$ cat config.mk
export PLATFORM = sky130hd
export DESIGN_NAME = window_loader
export DESIGN_NICKNAME = d
export VERILOG_FILES = /design/src/rtl/npu_pkg.sv /design/src/rtl/fmap_ram.sv /design/src/rtl/window_loader.sv
export SDC_FILE = /design/constraint.sdc
export NUM_CORES = 1
export LEC_CHECK = 0
export ABC_AREA = 1
export CAP_MARGIN = 5
export CORE_ASPECT_RATIO = 1.2
export CORE_MARGIN = 8
export CORE_UTILIZATION = 49
export CTS_CLUSTER_SIZE = 10
export DETAILED_ROUTE_END_ITERATION = 8
export GPL_TIMING_DRIVEN = 0
export HOLD_SLACK_MARGIN = 0.12
export PLACE_DENSITY = 0.69
export SLEW_MARGIN = 20
export SYNTH_ARGS = -nofsm -noshare
export SYNTH_HDL_FRONTEND = slang
export SYNTH_SLANG_ARGS = --single-unit
$ cat constraint.sdc
create_clock -name clk -period 2.57 [get_ports clk]
set_clock_uncertainty 0.1 [all_clocks]
set_input_delay 0.514 -clock clk [delete_from_list [all_inputs] [get_ports clk]]
set_output_delay 0.514 -clock clk [all_outputs]
set_load 0.01 [all_outputs]
$ cat src/rtl/npu_pkg.sv
// Shared NPU definitions: window-loader FSM states and the stride encoding.
// Stride code 0 is not a legal step and decodes to 1.
package npu_pkg;

    typedef enum logic [1:0] {
        IDLE  = 2'd0,
        FETCH = 2'd1,
        HOLD  = 2'd2,
        DONE  = 2'd3
    } state_t;

    localparam logic [1:0] STRIDE_0 = 2'd0;
    localparam logic [1:0] STRIDE_1 = 2'd1;
    localparam logic [1:0] STRIDE_2 = 2'd2;
    localparam logic [1:0] STRIDE_3 = 2'd3;

    function automatic logic [1:0] decode_stride(input logic [1:0] code);
        return (code == STRIDE_0) ? STRIDE_1 : code;
    endfunction

endpackage

$ cat src/rtl/fmap_ram.sv
// Feature-map buffer: one synchronous write port, one synchronous read port.
// Read latency 1 cycle; no backpressure. Contents are deliberately not reset.
module fmap_ram #(
    parameter int DATA_W = 8,
    parameter int DEPTH  = 64,
    parameter int ADDR_W = 6
) (
    input  logic              clk,
    input  logic              wr_en,
    input  logic [ADDR_W-1:0] wr_addr,
    input  logic [DATA_W-1:0] wr_data,
    input  logic              rd_en,
    input  logic [ADDR_W-1:0] rd_addr,
    output logic [DATA_W-1:0] rd_data
);

    logic [DATA_W-1:0] mem [DEPTH];

    always_ff @(posedge clk) begin
        if (wr_en) begin
            mem[wr_addr] <= wr_data;
        end
        if (rd_en) begin
            rd_data <= mem[rd_addr];
        end
    end

endmodule

$ cat src/rtl/window_loader.sv
// Sweeps a KxK window over the feature map at a programmable stride.
// Latency: window valid K*K+1 cycles after each FETCH entry; holds while win_ready is low.
module window_loader
    import npu_pkg::*;
#(
    parameter int DATA_W = 8,
    parameter int IMG_W  = 8,
    parameter int IMG_H  = 8,
    parameter int K      = 3,
    parameter int ADDR_W = $clog2(IMG_W*IMG_H)
) (
    input  logic                  clk,
    input  logic                  rst,
    input  logic                  wr_en,
    input  logic [ADDR_W-1:0]     wr_addr,
    input  logic [DATA_W-1:0]     wr_data,
    input  logic                  start,
    input  logic [1:0]            stride,
    output logic                  busy,
    output logic                  done,
    output logic                  win_valid,
    input  logic                  win_ready,
    output logic [K*K*DATA_W-1:0] win_data,
    output logic [ADDR_W-1:0]     win_row,
    output logic [ADDR_W-1:0]     win_col
);

    localparam int KK  = K * K;
    localparam int CW  = $clog2(KK + 1);
    localparam int AW1 = ADDR_W + 1;
    localparam int WW  = KK * DATA_W;

    typedef logic [AW1-1:0] coord_t;

    localparam logic [CW-1:0] KK_C  = CW'(KK);
    localparam logic [CW-1:0] KM1_C = CW'(K - 1);
    localparam coord_t        K_X   = coord_t'(K);
    localparam coord_t        IW_X  = coord_t'(IMG_W);
    localparam coord_t        IH_X  = coord_t'(IMG_H);

    state_t            state, state_nxt;
    logic [CW-1:0]     cnt, rr, cc;
    logic              rd_en, rd_pend;
    logic [1:0]        stride_q;
    coord_t            row_q, col_q;
    coord_t            s_x, pix_y, pix_x, rd_addr_x;
    logic              col_fits, row_fits;
    logic [DATA_W-1:0] ram_q;
    logic [WW-1:0]     win_q;

    fmap_ram #(
        .DATA_W (DATA_W),
        .DEPTH  (IMG_W * IMG_H),
        .ADDR_W (ADDR_W)
    ) u_ram (
        .clk     (clk),
        .wr_en   (wr_en && (state == IDLE)),
        .wr_addr (wr_addr),
        .wr_data (wr_data),
        .rd_en   (rd_en),
        .rd_addr (rd_addr_x[ADDR_W-1:0]),
        .rd_data (ram_q)
    );

    // One spare coordinate bit keeps the edge tests from wrapping.
    always_comb begin
        s_x       = coord_t'(stride_q);
        pix_y     = row_q + coord_t'(rr);
        pix_x     = col_q + coord_t'(cc);
        rd_addr_x = pix_y * IW_X + pix_x;
        col_fits  = (col_q + s_x + K_X) <= IW_X;
        row_fits  = (row_q + s_x + K_X) <= IH_X;
    end

    always_comb begin
        state_nxt = state;
        rd_en     = 1'b0;
        case (state)
            IDLE: begin
                if (start) begin
                    state_nxt = FETCH;
                end
            end
            FETCH: begin
                rd_en = (cnt < KK_C);
                if (cnt == KK_C) begin
                    state_nxt = HOLD;
                end
            end
            HOLD: begin
                if (win_ready) begin
                    state_nxt = (col_fits || row_fits) ? FETCH : DONE;
                end
            end
            DONE: begin
                state_nxt = IDLE;
            end
            default: begin
                state_nxt = IDLE;
            end
        endcase
    end

    always_ff @(posedge clk) begin
        if (!rst) begin
            state    <= IDLE;
            cnt      <= '0;
            rr       <= '0;
            cc       <= '0;
            rd_pend  <= 1'b0;
            stride_q <= STRIDE_1;
            row_q    <= '0;
            col_q    <= '0;
            win_q    <= '0;
        end else begin
            state   <= state_nxt;
            rd_pend <= rd_en;
            // Element (0,0) is read first, so after K*K shifts it lands in slot 0.
            if (rd_pend) begin
                win_q <= {ram_q, win_q[WW-1:DATA_W]};
            end
            case (state)
                IDLE: begin
                    if (start) begin
                        stride_q <= decode_stride(stride);
                        row_q    <= '0;
                        col_q    <= '0;
                        cnt      <= '0;
                        rr       <= '0;
                        cc       <= '0;
                    end
                end
                FETCH: begin
                    if (rd_en) begin
                        cnt <= cnt + 1'b1;
                        if (cc == KM1_C) begin
                            cc <= '0;
                            rr <= rr + 1'b1;
                        end else begin
                            cc <= cc + 1'b1;
                        end
                    end
                end
                HOLD: begin
                    if (win_ready) begin
                        cnt <= '0;
                        rr  <= '0;
                        cc  <= '0;
                        if (col_fits) begin
                            col_q <= col_q + s_x;
                        end else begin
                            col_q <= '0;
                            if (row_fits) begin
                                row_q <= row_q + s_x;
                            end
                        end
                    end
                end
                default: begin
                end
            endcase
        end
    end

    assign busy      = (state == FETCH) || (state == HOLD);
    assign done      = (state == DONE);
    assign win_valid = (state == HOLD);
    assign win_data  = win_q;
    assign win_row   = row_q[ADDR_W-1:0];
    assign win_col   = col_q[ADDR_W-1:0];

endmodule

# ---- After elaboration in Yosys (flattened, before gate mapping)
# Memory sizes are Yosys's and may differ from the RTL's. A register that Yosys moved wholly into a read port is not among the register bits.
# Cells that the tools add are included.
dict set report word_totals {
  regBits 103
  mem_bits_rw 512
  output_inout_bits 87
  word_cells 75
  mem_count 1
}
# memory words word_bits rd rd_ports_with_merged_regs write_ports line_no
set memory_table {}
lappend memory_table {u_ram.mem 64 8 1 1 1 fmap_ram.sv:17} ;# logic [DATA_W-1:0] mem [DEPTH];
dict set report classes {
  addsub 10
  magnitude_cmp 3
  n_eq_ne 12
  n_mux 27
  n_reduce_logical 13
}
# operator count
set op_table {}
lappend op_table {{$mux W7} 6}
lappend op_table {{$pmux W4 S3} 3}
lappend op_table {{$mux W4} 7}
lappend op_table {{$pmux W7 S2} 2}
lappend op_table {{$add A7 B2 Y7} 2}
lappend op_table {{$add A7 B2 Y7 const B} 2}
lappend op_table {{$le A7 B4 Y1 const B} 2}
lappend op_table {{$add A4 B1 Y4 const B} 3}
lappend op_table {{$mux W2} 5}
lappend op_table {{$ne A2 B2 Y1 const B} 5}
lappend op_table {{$reduce_and A5 Y1} 2}
lappend op_table {{$pmux W2 S4} 1}
lappend op_table {{$add A6 B4 Y6} 1}
lappend op_table {{$add A6 B6 Y6} 1}
lappend op_table {{$reduce_and A3 Y1} 2}
lappend op_table {{$eq A2 B2 Y1 const B} 2}
lappend op_table {{$eq A4 B2 Y1 const B} 1}
lappend op_table {{$eq A4 B4 Y1 const B} 1}
lappend op_table {{$logic_not A2 Y1} 2}
lappend op_table {{$lt A4 B4 Y1 const B} 1}
lappend op_table {{$ne A2 B1 Y1 const B} 2}
lappend op_table {{$reduce_and A4 Y1} 1}
lappend op_table {{$add A3 B3 Y3} 1}
lappend op_table {{$mux W1} 3}
lappend op_table {{other kinds (6)} 7}

# ---- Depth between registers and ports, before layout
# Gate-level depths: netlist of run 1.
dict set report logic_depth {
  depth_word 7
  ltp_mapped 16
}

# ---- Hierarchy
# A second synthesis of run 1 with hierarchy kept.
dict set report hier_totals {
  hier_cells 2454
  area_unflattened_um2 26287.7
}
# module instances cells_per_inst area_each_um2 seq_area_each_um2
set by_module_without_submodules {}
lappend by_module_without_submodules {fmap_ram 1 1805 21419.3 15615.0}
lappend by_module_without_submodules {window_loader 1 649 4868.4 2042.0}

# ---- Worst setup path before layout of run 1
# OpenSTA, ideal clock, no wires.
dict set report synth_path {
  path_type {register -> register}
  start {register row_q[0]}
  end {register u_ram.rd_data[0] (read register of u_ram.mem) (data pin)}
  arrival_ns 2.476
  slack_ns -0.260
  stages_incl_launch_ff 12
  n_path_buf 0
  period_less_slack_ns 2.830
  cell_sequence {dfxtp_1 ha_1 fa_1 ha_1 ha_1 a21oi_1 o21ai_2 xor2_1 xnor2_2 inv_4 nand3_1 nand2_1}
}
dict set report synth_via {
  elab_chain_len 2
}
# element line_no
set synth_lines {}
lappend synth_lines {{start, declared} window_loader.sv:45} ;# coord_t row_q, col_q;
lappend synth_lines {{start signal, assigned} window_loader.sv:154} ;# row_q <= row_q + s_x;
lappend synth_lines {{$add A3 B3 Y3} window_loader.sv:68} ;# pix_y = row_q + coord_t'(rr);
lappend synth_lines {{$add A6 B6 Y6} window_loader.sv:70} ;# rd_addr_x = pix_y * IW_X + pix_x;
lappend synth_lines {{end, declared} fmap_ram.sv:14} ;# output logic [DATA_W-1:0] rd_data
# No other way between the ends.
# A chain may end at the register's enable or synchronous reset.

# ---- Worst setup path in the final report of run 1
dict set report layout_path {
  start {register cc[1]}
  end {register u_ram.rd_data[5] (read register of u_ram.mem) (data pin)}
}
dict set report layout_via {
  elab_chain_len 2
}
# element line_no
set layout_lines {}
lappend layout_lines {{start, declared} window_loader.sv:42} ;# logic [CW-1:0] cnt, rr, cc;
lappend layout_lines {{start signal, assigned} window_loader.sv:140} ;# cc <= cc + 1'b1;
lappend layout_lines {{$add A6 B4 Y6} window_loader.sv:69} ;# pix_x = col_q + coord_t'(cc);
lappend layout_lines {{$add A6 B6 Y6} window_loader.sv:70}
# No other way between the ends.

==> results of run 1 <==
## cells in the final DEF (no fill, tap or decap), drive strengths merged
cell type      Yosys  final
o22ai             13     13
or2                2      2
dlymetal6s2s       0      1
clkdlybuf4s50      0     97
clkinv             1      4
and3               1      1
o21ai            339    339
nor4               1      1
o211a              1      1
xor2               2      2
dfxtp            102    102
diode              0      1
nand2             90     90
ha                24     24
buf               75    120
edfxtp           520    520
inv               77     79
o211ai            14     14
o21a               2      2
clkbuf            73    167
a211oi             2      2
o21bai             1      1
xnor2              6      6
o221ai           114    114
nor3               3      3
a21oi             20     20
nand3            134    134
nor3b              1      1
nor2             485    485
fa                 5      5
nand4             18     18
## what timing repair did
item                                    4_1_cts  5_1_grt
buffers inserted                             29        4
gates resized for setup                     183      125
gates cloned                                  1        2
endpoints found under the setup margin      520      410
pin swaps                                    35       30
## routing by layer
layer	track usage, %	up-vias	wire [µm]
met5	0.331	-	0
met4	21.2	0	6910
met3	8.81	350	10900
met2	45.7	1466	40500
met1	33.9	9417	30200
li1	-	8178	-
## registers in the layout (all words and copies together) (netlist names)
name and flops:
u_ram.mem 512, win_data 72, u_ram.rd_data 8, col_q 7, row_q 7, cc 4, cnt 4, rr 3
state 2, stride_q 2, rd_pend 1
## cell type report
class	count	area share (%)
Sequential cell	622	57.5
Inverter	78	1.04
Antenna cell	1	0.00814
Tap cell	651	2.65
Multi-Input combinational cell	1278	24.5
Clock buffer	96	6.32
Buffer	148	3.18
Timing Repair Buffer	141	4.69
Clock inverter	5	0.155
## cell families (layout without fill, tap and decap cells)
kind of cell | Yosys count | count (layout)
and+or+nand+nor | 735 | 735
buffers and inverters | 226 | 468
AOI/OAI and AO/OA | 506 | 506
other | 0 | 1
DFF | 622 | 622
xor gates and xnor gates | 8 | 8
adders and majority gates | 29 | 29
## stage by stage
stage / power [µW] / std cells / hold slack [ns] / TNS [ns]
after floorplan: 18500 / 2126 / 0.347 / -1.24
after global placement: 23700 / 2883 / 0.354 / -752.50
after detailed placement: 24000 / 2885 / 0.359 / -362.23
after CTS: 33700 / 3014 / 0.263 / -2.80
after global routing: 35800 / 3019 / 0.302 / -2.98
final: 34900 / 3020 / 0.302 / -2.55
## worst max-delay path: stages (launching register included)
cell and delay [ns]:
dfxtp_4 0.36, ha_4 0.27, ha_4 0.13, inv_2 0.04, fa_2 0.58, buf_8 0.15, buf_12 0.16, buf_12 0.15
o221ai_4 0.11, o211ai_1 0.26, nand3_2 0.18, nand3_2 0.12, nand2_2 0.06
## worst paths after layout
check	from	endpoint	slack [ns]	depth (start not counted)
hold / removal	wr_data[6]	u_ram.mem[31][6]	0.30	1
setup / recovery	cc[1]	u_ram.rd_data[5]	-0.37	12
setup reg to reg	cc[1]	u_ram.rd_data[5]	-0.37	12
hold reg to reg	u_ram.rd_data[1]	win_data[65]	0.37	2
## power by group through the flow
stage	sequential, µW	combinational (µW)	clock (µW)
final	11900	13800	9130
after global routing	12000	14300	9510
after CTS	11900	12600	9140
after detailed placement	12100	11800	0
after global placement	12100	11600	0
after floorplan	12100	6330	0
==> key figures, run 1 <==
Status
  • Status: finished with violations
  • Failing checks: setup timing

Die
  • Die height: ~270 µm
  • Row Count: 91
  • Die Area: 0.0592 mm²
  • Initial Utilization: 49.4%
  • IO Pins: between 100 and 150
  • Core Footprint: 0.0512 mm²
  • Die extent in x: 224 µm

Power
  • Pwr/cell area: 1130 mW/mm²
  • Internal: 21000 µW
  • Net Switching: 13900 µW
  • Max VDD drop: between 0.0006 and 0.0007 V
  • Power share of the combinational group: 39.6%
  • Leakage: 0.0106 µW
  • Reg power frac: 34.2%
  • Clock power frac: a little over a quarter
  • Sw frac: 39.9%

Logic synthesis
  • Top cells by count, synth: edfxtp_1 (520), nor2_1 (483), o21ai_0 (305)
  • Mapped Area: 0.0253 mm²
  • Xor and xnor area share after synthesis: 0.440%
  • Mapped Cells: 2126
  • Ys Warns: 0
  • Ys async rst share: 0%
  • Commonest register cell after synthesis: edfxtp_1
  • Flip-flop and latch count after synthesis: 622
  • Synth Area in Simple Gates: 12.1%
  • Syn Area/Cell: ~12 µm²
  • Post-synth EDFFs: 520
  • Synth top area share: between 60% and 70%
  • Mux share of post-synthesis cell area: 0%
  • Main combinational cell family by area after synthesis: simple AND/OR/NAND/NOR gates
  • Top area cells in the synthesized netlist: edfxtp_1 (62%), dfxtp_1 (8.1%), nor2_1 (7.2%), o21ai_0 (6.0%), o221ai_1 (3.9%)
  • Synth Area in Compound Gates: approximately 12%
  • Adder-Cell Fraction of Synth Area: under 10%
  • Syn nets: about 2.2k
  • Synth area leader: edfxtp_1
  • Sequential element share of the synthesized area: 69.7%
  • Most frequent cell after synthesis: edfxtp_1
  • Netlist cell types: 47

Detailed routing
  • Total Wirelength: 88500 µm
  • Vias post-DR: 19.4k
  • Post-DRT Antenna Nets: 0
  • Post-DR wirelength/cell: 29.3 µm
  • Initial DRC Count: between 2k and 3k
  • Routed vias/inst: approximately 6.4
  • 1st-pass router iterations: 6
  • Drt drc: 0

Worst setup path
  • CP endpoint kind: flop
  • Kind of critical path: flop to flop
  • Max Fanout on Critical Path: 8
  • CP required: 2.84 ns
  • Crit path arrival time: 3.21 ns
  • CP Launch Type: flop

Placed design
  • Hpwl dp: 58100 µm
  • Pre-CTS WS: -1.43 ns
  • RePlAce Congestion: 1.02
  • DP Area: roughly 0.027 mm²
  • PortBufs: 106

GRT
  • GRT Util Overall: 29.2%
  • Largest net degree at the start of global routing: 65
  • Vias in the first global route: 18.7k
  • Gr ovfl total: 0
  • First-pass GRT wire length: 126000 µm
  • Initial antenna violation count: 1

Final layout
  • Nets: 2392
  • Sequential cell area: 0.0177 mm²
  • Post-layout util: 60.0%
  • Ratio of cells with drive above 1 in the final layout: 18.8%
  • Synth-to-layout area growth: 21.4%
  • Fillcell total: 4004
  • Multi-input gate area: roughly 0.0075 mm²
  • Non-Filler Cell Area, Final: 0.0307 mm²

STA
  • Fin crit share: 114%
  • Fmax achieved: approximately 0.34 GHz
  • RSZ-0062 raised after global routing: true
  • Final min period: 2.94 ns
  • Setup WS post-layout: -0.371 ns
  • Hold violation total from the final report: 0
  • Slew at the pin closest to its max-slew limit: 0.928 ns
  • Final Max Slew Viols: 0
  • Rel. slew slack: a little under two fifths
  • Final Setup Violations: 8

Worst hold path
  • Worst hold path type: input port to flop

Clock network
  • Root buf cell: clkbuf_16
  • Clock transition at path regs: about 0.050 ns
  • CTS tree: yes
  • Clock Sinks: 622
  • H-tree Lvls: 3
  • CTS buffer count: 73
  • Clock Latency Late Sink: 0.62 ns
  • Hold Buf Count CTS: 0
  • Clk buf depth: 3

Run
  • Total of max-cap violations: 0
(Power assumes the default switching activity.)
==> run 2, diff against run 1 <==
--- a/config.mk
+++ b/config.mk
@@ -15,6 +15,7 @@
 export GPL_TIMING_DRIVEN = 0
 export HOLD_SLACK_MARGIN = 0.12
 export PLACE_DENSITY = 0.69
+export SKIP_CTS_REPAIR_TIMING = 1
 export SLEW_MARGIN = 20
 export SYNTH_ARGS = -nofsm -noshare
 export SYNTH_HDL_FRONTEND = slang
==> run 2 against run 1 <==
The flow still finishes with violations (setup timing). Clock-buffer cell count stayed put. Critical path depth is 2 higher. Register-to-register slack worse by 0.08 ns. Combinational power hardly changed. First-iteration DRC count is 1.6% lower. Clock power hardly changed. Die area stayed put. Sequential power hardly changed. Global-route usage is 0.46 points lower.
==> key figures, run 2 (synthesized netlist as in run 1, its figures left out) <==
Worst setup path
  • Reg-to-reg slack, setup: -0.46 ns (was -0.37 ns)
  • Crit path arrival time: 3.40 ns (was 3.21 ns)
  • Worst Reg2Reg Path Length in Cells: 14 (was 12)
  • Kind of critical path: flop to flop (unchanged)
  • Worst R2R End: u_ram.rd_data[6] (was u_ram.rd_data[5])
  • Max Fanout on Critical Path: 7 (was 8)
  • CP Launch Type: flop (unchanged)
  • CP required: 2.94 ns (was 2.84 ns)
  • CP endpoint kind: flop (unchanged)
  • Reg2reg start: col_q[1] (was cc[1])

Power
  • Reg power frac: 33.9% (was 34.2%)
  • Net Switching: 14100 µW (was 13900 µW)
  • Sw frac: 40.1% (was 39.9%)
  • Internal: 21100 µW (was 21000 µW)
  • Max VDD drop: 0.000623 V (was 0.000613 V)
  • Pwr/cell area: 1130 mW/mm² (about the same)
  • Leakage: 0.0107 µW (was 0.0106 µW)
  • Clock power frac: 25.9% (was 26.2%)
  • Power share of the combinational group: 40.2% (was 39.6%)

Clock network
  • Clock Sinks: 622 (unchanged)
  • Clock transition at path regs: 0.06 ns (was 0.05 ns)
  • CTS tree: yes (unchanged)
  • H-tree Lvls: 3 (unchanged)
  • Root buf cell: clkbuf_16 (unchanged)
  • CTS buffer count: 73 (unchanged)
  • Clk buf depth: 3 (unchanged)
  • Clock Latency Late Sink: 0.61 ns (was 0.62 ns)

Placed design
  • PortBufs: 106 (unchanged)
  • Pre-CTS WS: -1.43 ns (unchanged)
  • Placed cell count: 2885 (unchanged)
  • Hpwl dp: 58100 µm (unchanged)
  • DP Area: 0.0273 mm² (unchanged)
  • RePlAce Congestion: 1.02 (unchanged)

Detailed routing
  • Initial DRC Count: 2834 (was 2881)
  • Post-DR wirelength/cell: 29.2 µm (was 29.3 µm)
  • Drt drc: 0 (unchanged)
  • Routed vias/inst: 6.37 (was 6.43)
  • 1st-pass router iterations: 6 (unchanged)
  • Total Wirelength: 88700 µm (was 88500 µm)
  • Vias post-DR: 19.4k (about the same)
  • Post-DRT Antenna Nets: 0 (unchanged)

Die
  • Die Area: 0.0592 mm² (unchanged)
  • Die height: 265 µm (unchanged)
  • IO Pins: 108 (unchanged)
  • Die extent in x: 224 µm (unchanged)
  • Core Footprint: 0.0512 mm² (unchanged)
  • Row Count: 91 (unchanged)
  • Initial Utilization: 49.4% (unchanged)

STA
  • RSZ-0062 raised after global routing: true (unchanged)
  • Hold violation total from the final report: 0 (unchanged)
  • Final min period: 3.03 ns (was 2.94 ns)
  • Slew at the pin closest to its max-slew limit: 0.937 ns (was 0.928 ns)
  • Rel. slew slack: 37.5% (was 38.2%)
  • Fmax achieved: 0.331 GHz (was 0.340 GHz)
  • Final Setup Violations: 16 (was 8)
  • Setup WS post-layout: -0.456 ns (was -0.371 ns)
  • Fin crit share: 118% (was 114%)
  • Final Max Slew Viols: 0 (unchanged)
  • Hold WS: 0.311 ns (was 0.302 ns)

Final layout
  • Final Non-Filler Cells: 3039 (was 3020)
  • Flip-flop count of the largest register after layout: 512 (unchanged)
  • Commonest non-fill, non-tap cell in the layout: edfxtp_1 (unchanged)
  • Non-Filler Cell Area, Final: 0.0310 mm² (was 0.0307 mm²)
  • Synth-to-layout area growth: 22.6% (was 21.4%)
  • Register name with the most flops: u_ram.mem (unchanged)
  • Nets: 2411 (was 2392)
  • Fillcell total: 3950 (was 4004)
  • Most frequent cells in the layout: edfxtp_1 (520), nor2_1 (419), o21ai_0 (305), clkdlybuf4s50_1 (97), dfxtp_1 (95) (was edfxtp_1 (520), nor2_1 (419), o21ai_0 (305), nand3_1 (97), clkdlybuf4s50_1 (97))
  • Ratio of cells with drive above 1 in the final layout: 19.9% (was 18.8%)

Worst hold path
  • Hold Path Sink: u_ram.mem[42][6] (was u_ram.mem[31][6])
  • Worst hold path type: input port to flop (unchanged)
  • Worst hold stages: 1 (unchanged)
  • Worst Min Path Start: wr_data[6] (unchanged)

GRT
  • Vias in the first global route: 18.4k (was 18.7k)
  • Initial antenna violation count: 0 (was 1)
  • Gr ovfl total: 0 (unchanged)
  • GRT Util Overall: 28.7% (was 29.2%)
  • First-pass GRT wire length: 123000 µm (was 126000 µm)
  • Largest net degree at the start of global routing: 65 (unchanged)

Run
  • Total of max-cap violations: 0 (unchanged)

Status
  • Status: finished with violations (unchanged)
  • Failing checks: setup timing (unchanged)
-- run 2: through the flow --
stage               TNS, ns  util (%)  total power (µW)
floorplan             -1.24         -             18500
global placement    -752.50      53.2             23700
detailed placement  -362.23      53.2             24000
CTS                 -217.83      57.1             32900
global route         -10.75      60.6             36100
finish                -3.71      60.6             35200
-- run 2: area by class of cell --
type	instances	area, µm²	area share [%]
well taps	651	815	2.62
inverters	78	322	1.04
multi-input cells	1278	7650	24.6
repair buffers	160	1630	5.24
clock inverters	5	47.5	0.153
flip-flops and latches	622	17700	56.9
diodes	1	2.50	0.00806
plain buffers	148	971	3.13
clock buffers	96	1940	6.26
-- run 2: worst max-delay path by stage --
stage / from / to / depth (start not counted)
floorplan: row_q[0] / u_ram.rd_data[0] / 11
global placement: col_q[1] / u_ram.rd_data[3] / 12
detailed placement: col_q[1] / u_ram.rd_data[5] / 12
CTS: col_q[1] / u_ram.rd_data[5] / 12
global route: col_q[1] / u_ram.rd_data[6] / 14
finish: col_q[1] / u_ram.rd_data[6] / 14
-- run 2: per-layer routing --
layer / wire length, µm / global-route usage, % / up-vias
li1: - / - / 8203
met1: 30100 / 33.9 / 9265
met2: 40500 / 45.4 / 1525
met3: 11100 / 8.01 / 364
met4: 6970 / 19.9 / 0
met5: 0 / 0 / -
-- run 2: worst max-delay path: stages (launching register included) --
cell and delay, ns:
dfxtp_4 0.37, ha_4 0.25, ha_2 0.17, inv_2 0.04, fa_1 0.51, buf_6 0.14
clkinvlp_4 0.23, buf_6 0.20, buf_12 0.14, buf_4 0.16, o221ai_2 0.10, nand3_2 0.15
nand3_1 0.13, nand3_2 0.08, nand2_2 0.10
-- run 2: power by group through the flow --
stage               clock [µW]  combinational [µW]  sequential [µW]
finish                    9110               14100            11900
global route              9510               14600            12000
CTS                       9140               11900            11900
detailed placement           0               11800            12100
global placement             0               11600            12100
floorplan                    0                6330            12100
==> edit, RTL diff (settings of run 1) <==
`DATA_W` is set to 8 in 2 places; all go to 6.
--- a/src/rtl/fmap_ram.sv
+++ b/src/rtl/fmap_ram.sv
@@ -3,3 +3,3 @@
 module fmap_ram #(
-    parameter int DATA_W = 8,
+    parameter int DATA_W = 6,
     parameter int DEPTH  = 64,
--- a/src/rtl/window_loader.sv
+++ b/src/rtl/window_loader.sv
@@ -5,3 +5,3 @@
 #(
-    parameter int DATA_W = 8,
+    parameter int DATA_W = 6,
     parameter int IMG_W  = 8,
Ports: changed (resized win_data and wr_data); port bits go from 108 to 88. No check against the original RTL was run, so the function may have changed too.
==> edit against run 1 <==
  * The run still ends with negative setup slack left
  * Via count is 23% lower
  * Cell area is 23% lower
  * Routed wire length decreased by 33%
  * Sequential cell count is 148 lower
  * Clock power down 27%
  * Count of clock-buffer cells in the layout decreased by 21
  * Synthesized area fell by 22%
  * Worst setup slack better by 0.017 ns
  * Sequential power down 23%
  * Die area down 20%
  * Hold slack improved by 0.072 ns
  * Total power fell by 25%
  * First-iteration DRC count shrank 47%
  * Critical endpoint unchanged
==> edit: results (changes against run 1) <==
status: complete, but fails checks
violated checks: negative setup slack
CTS resizes: 115 (-37%)
Synth cell types: 39 (-17%)
hold path depth: 2 (+1)
Skew-Pair Late Insertion Delay: 0.58 ns (-0.04 ns)
All-Layer GR Usage: 24.8% (-4.4 points)
total setup buffers inserted after CTS: 24 (-17%)
Buffers excl. clock: 230 (-20%)
Num CTS Buffers: 53 (-27%)
RePlAce Congestion: 0.968 (-4.8%)
vias per cell: 5.90 (-8.2%)
Worst Hold Launch: u_ram.rd_data[5]
Layout area overhead: 19.0%
Final Worst Setup Slack: -0.354 ns (+0.0169 ns)
fraction of layout instances using a drive strength above 1: 13.7% (-5.2 points)
Lkg Pwr: 8.25 nW (-22%)
WHS Endpoint: win_data[53]
setup TNS: -1.76 ns (+0.783 ns)
placed cells: 2426 (-16%)
CP delay by family, top: compound AO/OA/AOI/OAI gates
WL met2: 28.0 mm (-31%)
crit-path max FO: 10 (+2)
Reg power frac: 35.0% (+0.8 points)
most common library cells after synthesis: nor2_1 (489), edfxtp_1 (390), o21ai_0 (181)
cell internal pwr: 16.1 mW (-23%)
port bufs: 87 (-18%)
DP HPWL: 39.6 mm (-32%)
fraction of area in multi-input gates: 25.3% (+0.88 points)
number of global-route vias before repair: 14.6k (-22%)
final setup fails: 6 (-2)
max reg flops: 384 (-25%)
-- edit: cell types whose count changed after synthesis, moves of 13 or more --
cell / before / now
edfxtp_1: 520 / 390
o21ai_0: 305 / 181
o221ai_1: 114 / 0
o211ai_1: 14 / 96
o21ai_1: 32 / 89
nand3_1: 130 / 103
buf_2: 45 / 23
dfxtp_1: 102 / 84
nand2_1: 82 / 96
o22ai_1: 13 / 0
-- edit: how the worst max path moves through the flow --
stage                        start  cells after the start               end  slack, ns
after floorplan           row_q[0]                     11  u_ram.rd_data[5]      -0.17
after global placement    col_q[1]                     13  u_ram.rd_data[3]      -1.02
after detailed placement  col_q[1]                     13  u_ram.rd_data[2]      -1.05
after CTS                 row_q[0]                     12  u_ram.rd_data[2]      -0.29
after global routing         cc[0]                     10  u_ram.rd_data[4]      -0.32
final                        cc[0]                      9  u_ram.rd_data[5]      -0.35
